File: config.mk
export PLATFORM = sky130hd
export DESIGN_NAME = oled_init_seq
export DESIGN_NICKNAME = d
export VERILOG_FILES = /design/src/rtl/oled_init_seq_pkg.sv /design/src/rtl/oled_init_seq_tx_hs.sv /design/src/rtl/oled_init_seq.sv
export SDC_FILE = /design/constraint.sdc
export NUM_CORES = 1
export LEC_CHECK = 0
export ABC_AREA = 1
export CAP_MARGIN = 30
export CORE_MARGIN = 5
export CORE_UTILIZATION = 55
export CTS_BUF_LIST = sky130_fd_sc_hd__clkbuf_2 sky130_fd_sc_hd__clkbuf_4 sky130_fd_sc_hd__clkbuf_8
export CTS_CLUSTER_SIZE = 20
export DETAILED_ROUTE_END_ITERATION = 10
export PLACE_DENSITY = 0.77
export RECOVER_POWER = 25
export SYNTH_ARGS = -nofsm -noshare
export SYNTH_HDL_FRONTEND = slang
export SYNTH_SLANG_ARGS = --single-unit
File: constraint.sdc
create_clock -name clk -period 2.7 [get_ports clk]
set_input_delay 0.405 -clock clk [delete_from_list [all_inputs] [get_ports clk]]
set_output_delay 0.405 -clock clk [all_outputs]
set_load 0.005 [all_outputs]
File: src/rtl/oled_init_seq_pkg.sv
// Shared definitions for the OLED power-up sequencer.
//   TX_CMD / TX_DATA : control bytes presented on tx_dc
//   INIT_LEN/INIT_ROM: fixed SSD1306 power-up command list
//   state_t          : sequencer state encoding
package oled_pkg;

    localparam logic [7:0] TX_CMD  = 8'h00;
    localparam logic [7:0] TX_DATA = 8'h40;

    localparam int INIT_LEN = 24;

    localparam logic [7:0] INIT_ROM [INIT_LEN] = '{
        8'hAE, 8'hD5, 8'h80, 8'hA8, 8'h3F, 8'hD3, 8'h00, 8'h40,
        8'h8D, 8'h14, 8'h20, 8'h02, 8'hA1, 8'hC8, 8'hDA, 8'h12,
        8'h81, 8'hCF, 8'hD9, 8'hF1, 8'hDB, 8'h40, 8'hA4, 8'hA6
    };

    typedef enum logic [2:0] {
        S_IDLE,
        S_INIT,
        S_PG_SET,
        S_COL_LO,
        S_COL_HI,
        S_FILLB,
        S_DISP_ON,
        S_DONE
    } state_t;

endpackage

File: src/rtl/oled_init_seq_tx_hs.sv
// Request/acknowledge handshake toward the I2C single-transfer stage.
//   clk, rst            : clock, synchronous active-high reset
//   load, load_dc/data  : latch a new byte pair and start the re-arm gap
//   tx_ack              : downstream completion (level or pulse)
//   tx_req, tx_dc/data  : request and the byte pair it carries
//   xfer_done           : one-cycle strobe on the edge an ack is accepted
module oled_tx_hs #(
    parameter int GAP_CYC = 2
) (
    input  logic       clk,
    input  logic       rst,
    input  logic       load,
    input  logic [7:0] load_dc,
    input  logic [7:0] load_data,
    input  logic       tx_ack,
    output logic       tx_req,
    output logic [7:0] tx_dc,
    output logic [7:0] tx_data,
    output logic       xfer_done
);

    localparam int GW = $clog2(GAP_CYC + 1);

    logic          req_seen;   // tx_req has been high for at least one prior cycle
    logic          gap_run;
    logic [GW-1:0] gap_cnt;

    // An ack on the first request cycle, or during the gap, is never accepted.
    assign xfer_done = tx_req & req_seen & tx_ack;

    // NOTE: sequential state uses non-blocking assignments so every register
    // samples pre-edge values regardless of block ordering.
    always_ff @(posedge clk) begin
        if (rst) begin
            tx_req   <= 1'b0;
            req_seen <= 1'b0;
            gap_run  <= 1'b0;
            gap_cnt  <= '0;
            tx_dc    <= 8'h00;
            tx_data  <= 8'h00;
        end else if (load) begin
            // Bytes only change here, and load only happens while tx_req is
            // low or on the edge that drops it.
            tx_dc    <= load_dc;
            tx_data  <= load_data;
            tx_req   <= 1'b0;
            req_seen <= 1'b0;
            gap_run  <= 1'b1;
            gap_cnt  <= GW'(GAP_CYC);
        end else if (xfer_done) begin
            tx_req   <= 1'b0;
            req_seen <= 1'b0;
        end else if (gap_run) begin
            if (gap_cnt == GW'(1)) begin
                gap_run <= 1'b0;
                tx_req  <= 1'b1;
            end else begin
                gap_cnt <= gap_cnt - GW'(1);
            end
        end else if (tx_req) begin
            req_seen <= 1'b1;
        end
    end

endmodule

File: src/rtl/oled_init_seq.sv
// OLED command/data sequencer: power-up list, full GDDRAM clear, display on.
//   clk, rst        : clock, synchronous active-high reset
//   start           : begins a sequence from IDLE or DONE
//   busy, done      : sequence in progress / sequence complete
//   tx_req/dc/data  : byte pair offered to the I2C stage
//   tx_ack          : downstream completion
module oled_init_seq
    import oled_pkg::*;
#(
    parameter int         PAGES   = 8,
    parameter int         COLS    = 128,
    parameter logic [7:0] FILL    = 8'h00,
    parameter int         GAP_CYC = 2
) (
    input  logic       clk,
    input  logic       rst,
    input  logic       start,
    output logic       busy,
    output logic       done,
    output logic       tx_req,
    output logic [7:0] tx_dc,
    output logic [7:0] tx_data,
    input  logic       tx_ack
);

    localparam int IW = $clog2(INIT_LEN);
    localparam int PW = (PAGES > 1) ? $clog2(PAGES) : 1;
    localparam int CW = (COLS > 1) ? $clog2(COLS) : 1;

    state_t        state, nxt_state;
    logic [IW-1:0] idx, nxt_idx;
    logic [PW-1:0] page, nxt_page;
    logic [CW-1:0] col, nxt_col;
    logic          armed;      // current state's bytes already handed to the handshake
    logic          load;
    logic [7:0]    ld_dc, ld_data;
    logic          xfer_done;
    logic          in_send;

    assign in_send = (state != S_IDLE) && (state != S_DONE);
    assign busy    = in_send;
    assign done    = (state == S_DONE);

    // NOTE: every always_comb output gets a default first so no path leaves
    // it unassigned and no latch is inferred.
    always_comb begin
        nxt_state = state;
        nxt_idx   = idx;
        nxt_page  = page;
        nxt_col   = col;
        case (state)
            S_IDLE, S_DONE: if (start) begin
                nxt_state = S_INIT;
                nxt_idx   = '0;
            end
            S_INIT: if (xfer_done) begin
                if (idx == IW'(INIT_LEN - 1)) begin
                    nxt_state = S_PG_SET;
                    nxt_page  = '0;
                end else begin
                    nxt_idx = idx + 1'b1;
                end
            end
            S_PG_SET: if (xfer_done) nxt_state = S_COL_LO;
            S_COL_LO: if (xfer_done) nxt_state = S_COL_HI;
            S_COL_HI: if (xfer_done) begin
                nxt_state = S_FILLB;
                nxt_col   = '0;
            end
            S_FILLB: if (xfer_done) begin
                if (col == CW'(COLS - 1)) begin
                    if (page == PW'(PAGES - 1)) begin
                        nxt_state = S_DISP_ON;
                    end else begin
                        nxt_state = S_PG_SET;
                        nxt_page  = page + 1'b1;
                    end
                end else begin
                    nxt_col = col + 1'b1;
                end
            end
            S_DISP_ON: if (xfer_done) nxt_state = S_DONE;
            default: nxt_state = S_IDLE;
        endcase
    end

    // Bytes come from the next-state view so the following transfer can be
    // loaded on the very edge the current one is acknowledged; that keeps
    // the low gap between transfers at exactly GAP_CYC cycles.
    always_comb begin
        ld_dc   = TX_CMD;
        ld_data = 8'h00;
        case (nxt_state)
            S_INIT:    ld_data = INIT_ROM[nxt_idx];
            S_PG_SET:  ld_data = 8'hB0 | 8'(nxt_page);
            S_COL_HI:  ld_data = 8'h10;
            S_FILLB: begin
                ld_dc   = TX_DATA;
                ld_data = FILL;
            end
            S_DISP_ON: ld_data = 8'hAF;
            default:   ld_data = 8'h00;
        endcase
    end

    // First send after start loads one cycle after entering INIT; later
    // sends load on the accepting edge of the previous transfer.
    assign load = (xfer_done && nxt_state != S_DONE) || (in_send && !armed);

    always_ff @(posedge clk) begin
        if (rst) begin
            state <= S_IDLE;
            idx   <= '0;
            page  <= '0;
            col   <= '0;
            armed <= 1'b0;
        end else begin
            state <= nxt_state;
            idx   <= nxt_idx;
            page  <= nxt_page;
            col   <= nxt_col;
            if (load)           armed <= 1'b1;
            else if (xfer_done) armed <= 1'b0;
        end
    end

    oled_tx_hs #(.GAP_CYC(GAP_CYC)) u_hs (
        .clk       (clk),
        .rst       (rst),
        .load      (load),
        .load_dc   (ld_dc),
        .load_data (ld_data),
        .tx_ack    (tx_ack),
        .tx_req    (tx_req),
        .tx_dc     (tx_dc),
        .tx_data   (tx_data),
        .xfer_done (xfer_done)
    );

endmodule

==> results.sh <==
export IMPL_crit_top_cell="nand2_1"
export IMPL_p_per_area_nw_per_um2=679
export IMPL_cp_num_buf_inv=2
export IMPL_antenna_cells=0
export IMPL_post_route_cells_drive_above_1_share_pct=19.5
export IMPL_synth_top_area_share_pct=26.9
export IMPL_p_leak_nw=1.43
export IMPL_maxSlewHeadroom_pct=62.4
export IMPL_antenna_found_initial=0
export IMPL_hold_class="register to register"
export IMPL_vias=2404
export IMPL_worstMarginPinSlew_ns=0.563
export IMPL_status="completed"
export IMPL_end_kind="register"
export IMPL_synthTopCellsByCount="nand2_1 (114), inv_1 (43), nand3_1 (39), dfxtp_1 (33), nor2_1 (30)"
export IMPL_io_pins=23
export IMPL_clockBufferDepth=2
export IMPL_fin_crit_sh_pct=89.1
export IMPL_max_stage_delay_ns=0.38
export IMPL_yosysTopAreaCell="dfxtp_1"
export IMPL_ir_drop_v=0.000547
export IMPL_cts_root_buf="clkbuf_8"
export IMPL_h_tree_depth=2
export IMPL_drtPass1Iterations=4
export IMPL_grt_pass1_vias=2276
export IMPL_rows=24
export IMPL_viasPerCell=5.19
export IMPL_crit_path_top_delay_cell="dfxtp_1"
export IMPL_synth_flop_cell="dfxtp_1"
export IMPL_ys_warn_count=0
export IMPL_syn_inst=376
export IMPL_synth_cell_type_count=35
export IMPL_setup_viol=0
export IMPL_register_area_um2=663
export IMPL_tritoncts="done"
export IMPL_synth_edf_count=0
export IMPL_drt_iter0_drc=137
export IMPL_die_h_um=76.9
export IMPL_fmax_mhz=416
export IMPL_critPathMaxFanout=6
export IMPL_cts_sinks=33
export IMPL_ctsHoldBuffers=0
export IMPL_detail_route_antenna_nets=0
export IMPL_ys_seq_area_share_pct=26.9
export IMPL_crit_family="simple AND/OR/NAND/NOR gates"
export IMPL_final_max_slew_viol_count=0
export IMPL_dpl_hpwl_mm=4.46
export IMPL_drv_cap=0
export IMPL_rsz0062_at_grt="false"
export IMPL_finalWirelength_mm=5.73
export IMPL_track_usage_pct=20.1
export IMPL_grt_overflow=0
export IMPL_detail_route_wl_per_cell_um=12.4
export IMPL_die_w_um=76.9
export IMPL_grt_pass1_wl_mm=9.85
export IMPL_setup_ws_ns=0.295
export IMPL_path_class="register to register"
export IMPL_required_ns=2.89
export IMPL_tns_ns=0
export IMPL_post_cts_setup_buffers=0
export IMPL_finalWeightedCongestion=0.952
export IMPL_start_util_pct=56.5
export IMPL_multi_input_area_um2=1540
export IMPL_grt_max_degree=13
export IMPL_worstSetupStartpointType="register"
export IMPL_power_mw=1.96
export IMPL_yosysMostFrequentCell="nand2_1"
export IMPL_worstPathArrival_ns=2.59
export IMPL_yosys_top_cells_area="dfxtp_1 (27%), nand2_1 (17%), nand3_1 (7.9%), inv_1 (6.6%), ha_1 (4.6%)"
export IMPL_remaining_drc_errors=0
export IMPL_insertion_delay_ns=0.29
export IMPL_fin_worst_skew_ns=0.00399
export IMPL_synth_avg_cell_area_um2=6.54
export IMPL_finalNetCount=423
export IMPL_async_reset_ff_share_pct=0
export IMPL_r2r_slack_ns=0.30
export IMPL_hold_violations=0
export IMPL_cts_buffers=5
export IMPL_core_um2=4350
export IMPL_syn2layout_area_growth_pct=17.4
export IMPL_min_period_ns=2.40
export IMPL_path_cells="nor2_1 -> nand3_1 -> nand2_1 -> inv_1 -> nand2_1 -> nand2_1 -> nand2_1 -> inv_2 -> ha_1 -> or2_2 -> nand3_1 -> nand3_1 -> nand2_1 -> nand2_1 -> nand3_1 -> nand2_1 -> nand2_1 -> nand2_1"
export IMPL_io_buffers=15
export IMPL_place_ws_ns=0.0363
export IMPL_dieArea_um2=5910
export IMPL_ys_ff_latch=33
export IMPL_clk_pin_slew_ns=0.07
export IMPL_num_fill_cells=382
export IMPL_syn_area_um2=2460
==> final timing paths <==
path / from / depth (start not counted) / to
hold / removal: u_hs.tx_data[0]$_SDFFE_PP0P_ / 2 / u_hs.tx_data[0]$_SDFFE_PP0P_
setup reg to reg: state[1]$_SDFF_PP0_ / 18 / u_hs.tx_data[5]$_SDFFE_PP0P_
hold reg to reg: u_hs.tx_data[0]$_SDFFE_PP0P_ / 2 / u_hs.tx_data[0]$_SDFFE_PP0P_
setup / recovery: state[1]$_SDFF_PP0_ / 18 / u_hs.tx_data[5]$_SDFFE_PP0P_
==> per-layer routing <==
metal | share of wire (%) | wire (um) | global-route usage (%) | vias up
met1 | 45 | 2570 | 23.8 | 1076
met3 | 4.7 | 269 | 4.22 | 14
met4 | 2.3 | 133 | 8.39 | 0
met2 | 48 | 2760 | 34.7 | 58
met5 | 0 | 0 | 0 | -
li1 | - | - | - | 1256
==> cell families after synthesis <==
logic type	synth area share [%]
simple gates	47.7
other cells	0.153
xor+xnor	0.713
compound gates	8.14
buf+inv	11.3
mux	0.458
fa+ha+maj	4.58
flops	26.9
==> worst min-delay path: cells and delay by family, from the launching register on <==
kind / cells / cell delay, ns
flip-flops: 1 / 0.31
AND/OR/NAND/NOR: 2 / 0.10
==> repair_timing <==
action                                  CTS  global route
gates resized for setup                   0             4
endpoints found under the hold margin     0             0
endpoints found under the setup margin    0             2
==> metrics by stage <==
step / cell area, um^2 / util (%) / instances / hold slack [ns]
after floorplan: 2480 / - / 382 / 0.446
after global placement: 2760 / 63.4 / 455 / 0.438
after detailed placement: 2760 / 63.4 / 455 / 0.442
after CTS: 2880 / 66.2 / 463 / 0.453
after global routing: 2890 / 66.3 / 463 / 0.464
final: 2890 / 66.3 / 463 / 0.448
==> cells in the final DEF, fill, tap and decap left out, types with 2 or more instances in the layout <==
cell type / synthesis / routed
dfxtp_1: 33 / 31
o211ai_1: 2 / 2
dfxtp_2: 0 / 2
conb_1: 1 / 7
nor3_1: 5 / 5
xor2_1: 2 / 2
or2_2: 3 / 3
nand2_4: 4 / 4
nand2_1: 114 / 113
o21ai_1: 2 / 2
nor2_2: 4 / 4
inv_1: 43 / 42
a21oi_1: 10 / 10
nor2_8: 2 / 2
nor2_1: 30 / 30
clkdlybuf4s50_1: 0 / 5
ha_1: 9 / 9
nor3b_1: 2 / 2
nand2_2: 5 / 6
clkbuf_8: 0 / 6
o21ai_0: 10 / 10
inv_2: 10 / 11
nor2_4: 6 / 6
buf_4: 9 / 16
o21ai_4: 2 / 2
nand4_1: 8 / 8
dlygate4sd3_1: 0 / 10
nand3_2: 10 / 10
nand3_1: 39 / 39
==> layout make-up <==
cell class,count,area share (%)
Clock buffer,6,2.86
Clock inverter,2,1.30
Tap cell,52,2.25
Timing Repair Buffer,32,10.1
Sequential cell,33,23.0
Multi-Input combinational cell,284,53.5
Inverter,54,7.07
==> report_power, final <==
group	internal (mW)	switching, mW
registers	0.558	0.0531
clock network	0.300	0.191
logic	0.312	0.546
total	1.17	0.790
==> state kept, by name, summed over array words and instances (netlist names) <==
register	flops
armed	1
col	7
idx	5
page	3
state	3
u_hs.gap_cnt	2
u_hs.gap_run	1
u_hs.req_seen	1
u_hs.tx_data	8
u_hs.tx_dc	1
u_hs.tx_req	1
No activity file was read; power rests on OpenSTA's default activity.
